<file path="src/rtl/fft_pkg.sv">
// Shared FFT datapath constants: rounding mode selectors and signed saturation limits.
package fft_pkg;

  localparam int unsigned RND_TRUNC   = 0;
  localparam int unsigned RND_HALF_UP = 1;

  // Largest and smallest two's complement values representable in w bits
  function automatic logic signed [63:0] sat_max(input int unsigned w);
    return (64'sd1 <<< (w - 1)) - 64'sd1;
  endfunction

  function automatic logic signed [63:0] sat_min(input int unsigned w);
    return -(64'sd1 <<< (w - 1));
  endfunction

endpackage

</file>
<file path="src/rtl/twiddle_cmult_if.sv">
// Valid/ready sample stream into and out of the twiddle complex multiplier.
interface twiddle_cmult_if #(
  parameter int unsigned DATA_W = 17,
  parameter int unsigned COEF_W = 8
);

  logic                     in_valid;
  logic                     in_ready;
  logic                     in_conj;
  logic signed [DATA_W-1:0] in_ar;
  logic signed [DATA_W-1:0] in_ai;
  logic signed [COEF_W-1:0] in_wr;
  logic signed [COEF_W-1:0] in_wi;
  logic                     out_valid;
  logic                     out_ready;
  logic signed [DATA_W-1:0] out_re;
  logic signed [DATA_W-1:0] out_im;
  logic                     out_sat;

  modport slave (
    input  in_valid, in_conj, in_ar, in_ai, in_wr, in_wi, out_ready,
    output in_ready, out_valid, out_re, out_im, out_sat
  );

  modport master (
    output in_valid, in_conj, in_ar, in_ai, in_wr, in_wi, out_ready,
    input  in_ready, out_valid, out_re, out_im, out_sat
  );

endinterface

</file>
<file path="src/rtl/frac_round_sat.sv">
// Drops SHIFT fractional bits (floor or round-half-up) and clamps to an OUT_W signed range.
module frac_round_sat
  import fft_pkg::*;
#(
  parameter int unsigned IN_W     = 26,
  parameter int unsigned SHIFT    = 7,
  parameter int unsigned OUT_W    = 17,
  parameter int unsigned RND_MODE = RND_TRUNC
) (
  input  logic signed [IN_W-1:0]  x,
  output logic signed [OUT_W-1:0] y_c,
  output logic                    sat_c
);

  // Headroom above the widest product sum keeps the rounding bias from overflowing
  localparam logic signed [IN_W-1:0] HALF = IN_W'(RND_MODE == RND_HALF_UP) << (SHIFT - 1);

  logic signed [IN_W-1:0] biased_c;
  logic signed [IN_W-1:0] scaled_c;
  logic signed [63:0]     wide_c;

  always_comb begin
    biased_c = x + HALF;
    scaled_c = biased_c >>> SHIFT;
    wide_c   = 64'(scaled_c);
    y_c      = OUT_W'(scaled_c);
    sat_c    = 1'b0;
    if (wide_c > sat_max(OUT_W)) begin
      y_c   = OUT_W'(sat_max(OUT_W));
      sat_c = 1'b1;
    end else if (wide_c < sat_min(OUT_W)) begin
      y_c   = OUT_W'(sat_min(OUT_W));
      sat_c = 1'b1;
    end
  end

endmodule

</file>
<file path="src/rtl/twiddle_cmult.sv">
// Three-stage pipelined complex multiply by a twiddle (or its conjugate) with round and saturate.
module twiddle_cmult
  import fft_pkg::*;
#(
  parameter int unsigned DATA_W   = 17,
  parameter int unsigned COEF_W   = 8,
  parameter int unsigned RND_MODE = RND_TRUNC
) (
  input  logic            clk,
  input  logic            rst,
  twiddle_cmult_if.slave  bus
);

  localparam int unsigned PROD_W = DATA_W + COEF_W;
  localparam int unsigned SUM_W  = PROD_W + 1;

  logic                     en_c;
  logic                     v1, v2;
  logic                     conj1, conj2;
  logic signed [DATA_W-1:0] ar1, ai1;
  logic signed [COEF_W-1:0] wr1, wi1;
  logic signed [PROD_W-1:0] p_rr, p_ii, p_ir, p_ri;
  logic signed [SUM_W-1:0]  sum_re_c, sum_im_c;
  logic signed [DATA_W-1:0] re_c, im_c;
  logic                     sat_re_c, sat_im_c;

  // Whole pipeline stalls together when the output register is full and not drained
  assign en_c         = !bus.out_valid || bus.out_ready;
  assign bus.in_ready = en_c;

  // S1: input capture
  always_ff @(posedge clk or posedge rst) begin
    if (rst) begin
      v1    <= 1'b0;
      conj1 <= 1'b0;
      ar1   <= '0;
      ai1   <= '0;
      wr1   <= '0;
      wi1   <= '0;
    end else if (en_c) begin
      v1 <= bus.in_valid;
      if (bus.in_valid) begin
        conj1 <= bus.in_conj;
        ar1   <= bus.in_ar;
        ai1   <= bus.in_ai;
        wr1   <= bus.in_wr;
        wi1   <= bus.in_wi;
      end
    end
  end

  // S2: four full-width products
  always_ff @(posedge clk or posedge rst) begin
    if (rst) begin
      v2    <= 1'b0;
      conj2 <= 1'b0;
      p_rr  <= '0;
      p_ii  <= '0;
      p_ir  <= '0;
      p_ri  <= '0;
    end else if (en_c) begin
      v2 <= v1;
      if (v1) begin
        conj2 <= conj1;
        p_rr  <= PROD_W'(ar1) * PROD_W'(wr1);
        p_ii  <= PROD_W'(ai1) * PROD_W'(wi1);
        p_ir  <= PROD_W'(ai1) * PROD_W'(wr1);
        p_ri  <= PROD_W'(ar1) * PROD_W'(wi1);
      end
    end
  end

  // Conjugating the twiddle flips the sign of every wi term
  always_comb begin
    sum_re_c = SUM_W'(p_rr) - SUM_W'(p_ii);
    sum_im_c = SUM_W'(p_ir) + SUM_W'(p_ri);
    if (conj2) begin
      sum_re_c = SUM_W'(p_rr) + SUM_W'(p_ii);
      sum_im_c = SUM_W'(p_ir) - SUM_W'(p_ri);
    end
  end

  frac_round_sat #(
    .IN_W(SUM_W), .SHIFT(COEF_W - 1), .OUT_W(DATA_W), .RND_MODE(RND_MODE)
  ) u_rs_re (
    .x(sum_re_c), .y_c(re_c), .sat_c(sat_re_c)
  );

  frac_round_sat #(
    .IN_W(SUM_W), .SHIFT(COEF_W - 1), .OUT_W(DATA_W), .RND_MODE(RND_MODE)
  ) u_rs_im (
    .x(sum_im_c), .y_c(im_c), .sat_c(sat_im_c)
  );

  // S3: output registers
  always_ff @(posedge clk or posedge rst) begin
    if (rst) begin
      bus.out_valid <= 1'b0;
      bus.out_re    <= '0;
      bus.out_im    <= '0;
      bus.out_sat   <= 1'b0;
    end else if (en_c) begin
      bus.out_valid <= v2;
      bus.out_sat   <= v2 && (sat_re_c || sat_im_c);
      if (v2) begin
        bus.out_re <= re_c;
        bus.out_im <= im_c;
      end
    end
  end

endmodule

</file>
<file path="src/flat_wrapper.sv">
// flat-port wrapper written by rule: the top's interface ports become plain ports
module twiddle_cmult_flat import fft_pkg::*;
#(
  parameter int unsigned DATA_W   = 17,
  parameter int unsigned COEF_W   = 8,
  parameter int unsigned RND_MODE = RND_TRUNC
)
  (clk, rst, bus_in_valid, bus_in_conj, bus_in_ar, bus_in_ai, bus_in_wr, bus_in_wi, bus_out_ready, bus_in_ready, bus_out_valid, bus_out_re, bus_out_im, bus_out_sat);
  twiddle_cmult_if #(.DATA_W(DATA_W), .COEF_W(COEF_W)) bus_i ();
  input  logic clk;
  input  logic rst;
  input wire logic [$bits(bus_i.in_valid)-1:0] bus_in_valid;
  input wire logic [$bits(bus_i.in_conj)-1:0] bus_in_conj;
  input wire logic [$bits(bus_i.in_ar)-1:0] bus_in_ar;
  input wire logic [$bits(bus_i.in_ai)-1:0] bus_in_ai;
  input wire logic [$bits(bus_i.in_wr)-1:0] bus_in_wr;
  input wire logic [$bits(bus_i.in_wi)-1:0] bus_in_wi;
  input wire logic [$bits(bus_i.out_ready)-1:0] bus_out_ready;
  output wire logic [$bits(bus_i.in_ready)-1:0] bus_in_ready;
  output wire logic [$bits(bus_i.out_valid)-1:0] bus_out_valid;
  output wire logic [$bits(bus_i.out_re)-1:0] bus_out_re;
  output wire logic [$bits(bus_i.out_im)-1:0] bus_out_im;
  output wire logic [$bits(bus_i.out_sat)-1:0] bus_out_sat;
  assign bus_i.in_valid = bus_in_valid;
  assign bus_i.in_conj = bus_in_conj;
  assign bus_i.in_ar = bus_in_ar;
  assign bus_i.in_ai = bus_in_ai;
  assign bus_i.in_wr = bus_in_wr;
  assign bus_i.in_wi = bus_in_wi;
  assign bus_i.out_ready = bus_out_ready;
  assign bus_in_ready = bus_i.in_ready;
  assign bus_out_valid = bus_i.out_valid;
  assign bus_out_re = bus_i.out_re;
  assign bus_out_im = bus_i.out_im;
  assign bus_out_sat = bus_i.out_sat;
  twiddle_cmult #(.DATA_W(DATA_W), .COEF_W(COEF_W), .RND_MODE(RND_MODE)) u_core (.clk(clk), .rst(rst), .bus(bus_i));
endmodule
</file>
<file path="config.mk">
export PLATFORM = sky130hd
export DESIGN_NAME = twiddle_cmult_flat
export DESIGN_NICKNAME = d
export VERILOG_FILES = /design/src/rtl/fft_pkg.sv /design/src/rtl/twiddle_cmult_if.sv /design/src/rtl/frac_round_sat.sv /design/src/rtl/twiddle_cmult.sv /design/src/flat_wrapper.sv
export SDC_FILE = /design/constraint.sdc
export NUM_CORES = 2
export LEC_CHECK = 0
export ABC_AREA = 0
export BUFFER_PORTS_ARGS = -buffer_cell sky130_fd_sc_hd__buf_2
export CAP_MARGIN = 20
export CORE_ASPECT_RATIO = 0.7
export CORE_MARGIN = 4
export CORE_UTILIZATION = 60
export CTS_BUF_LIST = sky130_fd_sc_hd__clkbuf_8
export CTS_CLUSTER_SIZE = 30
export DETAILED_ROUTE_END_ITERATION = 8
export PLACE_DENSITY = 0.8
export SYNTH_ARGS = -nofsm -noshare
export SYNTH_HDL_FRONTEND = slang
export SYNTH_SLANG_ARGS = --single-unit
</file>
<file path="constraint.sdc">
create_clock -name clk -period 4.9 [get_ports clk]
set_input_delay 0 -clock clk [delete_from_list [all_inputs] [get_ports clk]]
set_output_delay 0 -clock clk [all_outputs]
set_load 0.05 [all_outputs]
</file>
* Yosys cells after proc, flatten, opt, wreduce, memory -nomap -nowiden
Cells that the tools add are included.
** Storage, ports and cells
- Flip-flop bits (word level) :: 190
- Bits in latches :: 0
- Memory bits (writable) :: 0
- Bits in read-only memories :: 0
- Input port bits :: 55
- Word-level logic and storage cells :: 45
- Memories kept :: 0
** Cells by class
- $add $sub $neg :: 4
- $mul :: 4
- Divide/modulo/power cells :: 0
- Order comparisons :: 4
- Equality and inequality tests :: 0
- Shifts and indexed selects :: 0
- Multiplexer cells :: 10
- Bitwise gates (word level) :: 0
- Reduce and logical (&&, ||, !) cells :: 7
** Operators with widths (count)
- $mul A17 B8 Y25 :: 4
- $mux W17 :: 4
- $add A25 B25 Y26 :: 2
- $mux W26 :: 2
- $sub A25 B25 Y26 :: 2
- $gt A19 B17 Y1 const B :: 2
- $lt A19 B17 Y1 const B :: 2
- $reduce_and A2 Y1 :: 3
- $mux W1 :: 4
- $logic_or A1 B1 Y1 :: 2
- $logic_and A1 B1 Y1 :: 1
- $logic_not A1 Y1 :: 1

* Logic depth before layout (Yosys ltp)
- Word-level depth :: 7
- Depth in mapped cells :: 21

* By module
From an unflattened synthesis, not the netlist that was laid out.
** Unflattened totals
- Cells, all modules :: 3362
- Area, all modules :: 30143.9 µm²
** Modules (own cells, without submodules)
- twiddle_cmult :: times used 1, cells each 3242, area an instance 29443.2 µm²
- frac_round_sat :: times used 2, cells each 60, area an instance 350.3 µm²

* Least setup slack after synthesis
No wires, ideal clock.
- Path type :: register to register
- Start :: register u_core.wi1[7]
- End :: register u_core.p_ii[23]
- Library setup time :: 133 ps
- Arrival time :: 5008 ps
- Required time :: 4767 ps
- Setup slack :: -241 ps
- Cell stages (with the launch flop) :: 20
- Buffers on the path :: 1
- Cells stage by stage :: dfrtp_1 clkbuf_1 inv_1 fa_1 fa_1 inv_1 fa_1 inv_1 fa_1 inv_1 ha_1 and2_1 a211oi_1 o21bai_1 a221oi_1 o21ai_0 a211o_1 a21oi_1 xor2_1 o21ai_0
** Between the ends
- Word-level cells in the longest chain between the ends :: 1
** RTL lines
- start, declared :: line twiddle_cmult.sv:21 : logic signed [COEF_W-1:0] wr1, wi1;
- start signal, assigned :: line twiddle_cmult.sv:47 : wi1 <= bus.in_wi;
- $mul A17 B8 Y25 :: line twiddle_cmult.sv:66 : p_ii <= PROD_W'(ai1) * PROD_W'(wi1);
- end signal, assigned :: line twiddle_cmult.sv:66
- end, declared :: line twiddle_cmult.sv:22 : logic signed [PROD_W-1:0] p_rr, p_ii, p_ir, p_ri;
Every way passes these cells.
A chain may end at the register's enable or synchronous reset.

* Worst setup path in the final report
- Start :: register u_core.wi1[2]
- End :: register u_core.p_ii[22]
Same word-level chain as after synthesis.

==> Flow_metrics.wiki <==
{| class="wikitable"
! Metric !! Value
|-
| Tightest Pin Transition || approximately 950 ps
|-
| Detailed-route wire length per cell || ~22 microns
|-
| Finished layout cell area || approximately 36000 sq um
|-
| Post-layout min period || 5300 ps
|-
| Highest fanout seen on the critical path || 7
|-
| Number of warnings reported in the yosys synthesis log || 0
|-
| Main combinational cell family by area after synthesis || adder cells
|-
| Largest area contributor in the synthesized netlist || fa_1
|-
| CP peak stage delay || 590 ps
|-
| Largest net degree at the start of global routing || 109
|-
| Multi-input logic area || 22900 sq um
|-
| GRT met1 Usage || 0.456
|-
| Post-layout instance count excluding filler cells || around 4300
|-
| DIE AREA || 51800 sq um
|-
| Predominant post-synthesis flop cell || dfrtp_1
|-
| Synth top area cells || fa_1, dfrtp_1, ha_1
|-
| Run status || finished with violations
|-
| Area of the mapped netlist || 28900 sq um
|-
| Number of nets in the finished design || between 4000 and 5000
|-
| Critical Path Start Type || flip-flop
|-
| Slowest-stage cell, CP || fa_1
|-
| Flop and latch count out of synthesis || 190
|-
| Violations in the final reports || negative setup slack
|-
| Share of Yosys cell area claimed by the top area cell type || 0.302
|-
| Worst rel slew slack || 0.364
|-
| Maximum clock skew at final layout || a little over 50 ps
|-
| Fraction of met3 tracks used by global routing || 0.110
|-
| Unrepaired setup endpoints after global routing || yes
|-
| Std cell rows || between 60 and 70
|-
| Overflow left after global routing || 0
|-
| Ports placed on the boundary || between 90 and 100
|-
| Overall routing resource usage || 0.335
|-
| CTS tree || built
|-
| Wire length of the first global-routing pass || about 140 mm
|-
| Share of final-layout standard cells stronger than drive strength 1 || 0.245
|-
| Clock sink count || 190
|-
| Fraction of the mapped netlist area in adder cells || 0.406
|-
| Routed vias || roughly 25000
|-
| Post-detailed-placement cell area || between 30000 and 40000 sq um
|-
| Cell count after synthesis || 3183
|-
| Hold Slack || about 130 ps
|-
| Cell at the root of the clock tree || clkbuf_8
|-
| Routability cong. || between 1 and 1.5
|-
| Post-placement cell count || approximately 4100
|-
| Avg Inst Size Synth || 9.07 sq um
|-
| Via/cell ratio || 5.83
|-
| Pre-antenna DRT Iters || 7
|-
| Remaining number of nets flagged by the antenna check after routing || 0
|-
| Worst-case clock buffer depth || 2
|-
| Sequential cell area || about 4800 sq um
|-
| Global routing met2 resource utilization || 0.509
|-
| Number of buffers added by the clock tree synthesis step || 17
|-
| Setup Crit Path Kind || flip-flop to flip-flop
|-
| Width of the chip || ~270 microns
|-
| Clock-pin transition on the worst setup and hold timing paths || approximately 120 ps
|-
| Family of cells with the greatest summed delay on the critical path || adder cells
|-
| Number of nets produced by synthesis || 3913
|-
| Arrival time reported for the critical path endpoint || ~5700 ps
|-
| Buffers & Inverters on Critical Path || 6
|-
| Count of input and output buffers || between 90 and 100
|-
| Core Footprint || approximately 47000 sq um
|-
| Worst-skew pair later-pin latency || 580 ps
|-
| Post-synthesis to final-layout area growth || 23.4%
|-
| Maximum level of the CTS H-tree || 4
|-
| Number of library cell types mapped by synthesis || 76
|-
| Starting utilization of the core area || 0.615
|-
| Area fraction in and, or, nand and nor cells after synthesis || 0.176
|-
| Kind of end point of the critical path || flip-flop
|-
| Final wirelength || 91.8 mm
|-
| CP cell instances || buf_12 > buf_8 > and2_4 > fa_1 > ha_1 > inv_2 > fa_1 > fa_1 > inv_2 > ha_4 > nor2b_4 > o21ai_2 > nand2b_1 > a31oi_4 > a21oi_4 > a211oi_2 > buf_4 > o31ai_2 > a21oi_1 > xor2_1 > buf_4 > o21ai_0
|-
| Crit path required time || 5300 ps
|-
| Proportion of synthesized area in mux cells || 0.0217
|-
| Portion of the post-synthesis area used by sequential elements || 0.165
|-
| Crit path setup slack, layout || -400 ps
|-
| Max frequency || approximately 190 MHz
|-
| Initial antenna violation count || 7
|-
| Maximum capacitance violations || 0
|-
| Number of fillers in the final layout || 3081
|-
| Starting DRT DRC Count || 2595
|-
| Type of the most critical hold path || input pin to asynchronous set/reset pin
|-
| Final setup violation count || 38
|-
| Hpwl dp || approximately 66 mm
|-
| Max Slew Vio Count || 0
|-
| FFs w/ async S/R, synth || 1.00
|-
| Compound-cell area share of the yosys netlist || 0.0897
|-
| Detailed-route DRC error count || 0
|-
| Most frequent standard cell in the layout excluding fill and tap cells || inv_1
|-
| Xor/xnor share of the synthesized area || 0.0537
|-
| Vertical die dimension || between 150 and 200 microns
|-
| Busiest metal layer after global routing || met2
|-
| Hold violation total from the final report || 0
|-
| Most frequent cells in the layout || inv_1, fa_1, buf_4
|-
| Number of flops mapped to enable cells by yosys || 0
|-
| Vias in the first global route || approximately 25000
|-
| Period Utilization, post-route || 1.08
|-
| Most frequent cell on the critical path || fa_1
|}
[cells by family after synthesis]
family,Yosys count
AOI/OAI and AO/OA,418
xor gates and xnor gates,177
adders and majority gates,675
buffers and inverters,671
DFF,190
muxes,56
and+or+nand+nor,996
[repair_timing]
item | CTS | global route
setup endpoints to repair | 48 | 74
hold buffers | 53 | 0
resized for setup | 175 | 243
gates cloned | 0 | 4
pin swaps | 90 | 177
endpoints found under the hold margin | 86 | 0
buffers inserted | 56 | 43
[worst register-to-register path: stages (launching register included)]
cell      delay, ps
dfrtp_2         470
buf_12          170
buf_8           140
and2_4          150
fa_1            460
ha_1            320
inv_2            50
fa_1            540
fa_1            590
inv_2            60
ha_4            220
nor2b_4         130
o21ai_2         170
nand2b_1        150
a31oi_4         280
a21oi_4         110
a211oi_2        250
buf_4           160
o31ai_2          60
a21oi_1         220
xor2_1          180
buf_4           180
o21ai_0          80
[Yosys cell counts, types with 4 or more instances]
cell type,n
nand3b_1,7
o31ai_1,10
o21bai_1,9
a211oi_1,13
o41ai_1,5
fa_1,436
clkbuf_1,125
nor4_1,7
nand2_1,370
a21oi_1,111
and3_1,12
o21ai_0,132
o21ai_1,8
or3_1,5
and2_1,326
a311oi_1,4
ha_1,239
o211ai_1,11
a41o_1,4
a31o_2,5
nor2_1,91
inv_1,536
nor3b_1,4
xor2_1,76
dfrtp_1,190
mux2_2,52
a31oi_1,18
buf_1,4
mux2i_1,4
a211o_1,4
o311ai_0,10
nor3_1,26
xnor2_1,101
o21a_1,16
nand2b_1,85
a221oi_1,4
or2_2,4
a21o_1,32
nor2b_1,15
nand3_1,24
[flip-flops by register name (all words and copies together), names as in the netlist, 17 cells and up]
register / count
u_core.p_ii: 25
u_core.p_ir: 25
u_core.p_ri: 25
u_core.p_rr: 25
u_core.ai1: 17
u_core.ar1: 17
u_core.bus.out_im: 17
u_core.bus.out_re: 17
[area by class of cell]
type,instances,area share
diodes,2,0.000140
clock buffers,17,0.00657
clock inverters,14,0.00467
inverters,537,0.0567
multi-input cells,2322,0.643
flip-flops and latches,190,0.134
well taps,612,0.0215
repair buffers,576,0.133
[routing by layer]
layer / wire, microns / vias up
met2: 40200 / 1347
met4: 4380 / 2
li1: - / 10900
met5: 13 / -
met3: 10900 / 338
met1: 36300 / 12300
[path summary, 6_finish.rpt]
check	start	end	slack, ps	cells after the start
setup / recovery	u_core.wi1[2]	u_core.p_ii[22]	-400	22
hold / removal	rst	u_core.p_ir[14]	130	3
setup reg to reg	u_core.wi1[2]	u_core.p_ii[22]	-400	22
hold reg to reg	u_core.bus.out_im[13]	u_core.bus.out_im[13]	490	2
max in group asynchronous	rst	u_core.ar1[6]	3370	4
min in group clk	bus_in_ai[10]	u_core.ai1[10]	170	3
[metrics by stage]
stage          utilization  setup slack [ps]  setup TNS, ps
2_1_floorplan            -              5.18              0
3_3_place_gp         0.688              -430          -6700
3_5_place_dp         0.688              -535         -11150
4_1_cts              0.730              -149          -1440
5_1_grt              0.758              -463         -10750
6_report             0.758              -400          -6980
Power is not shown: default switching activity piles up to over one toggle a cycle in this logic, so the estimate is an artifact.
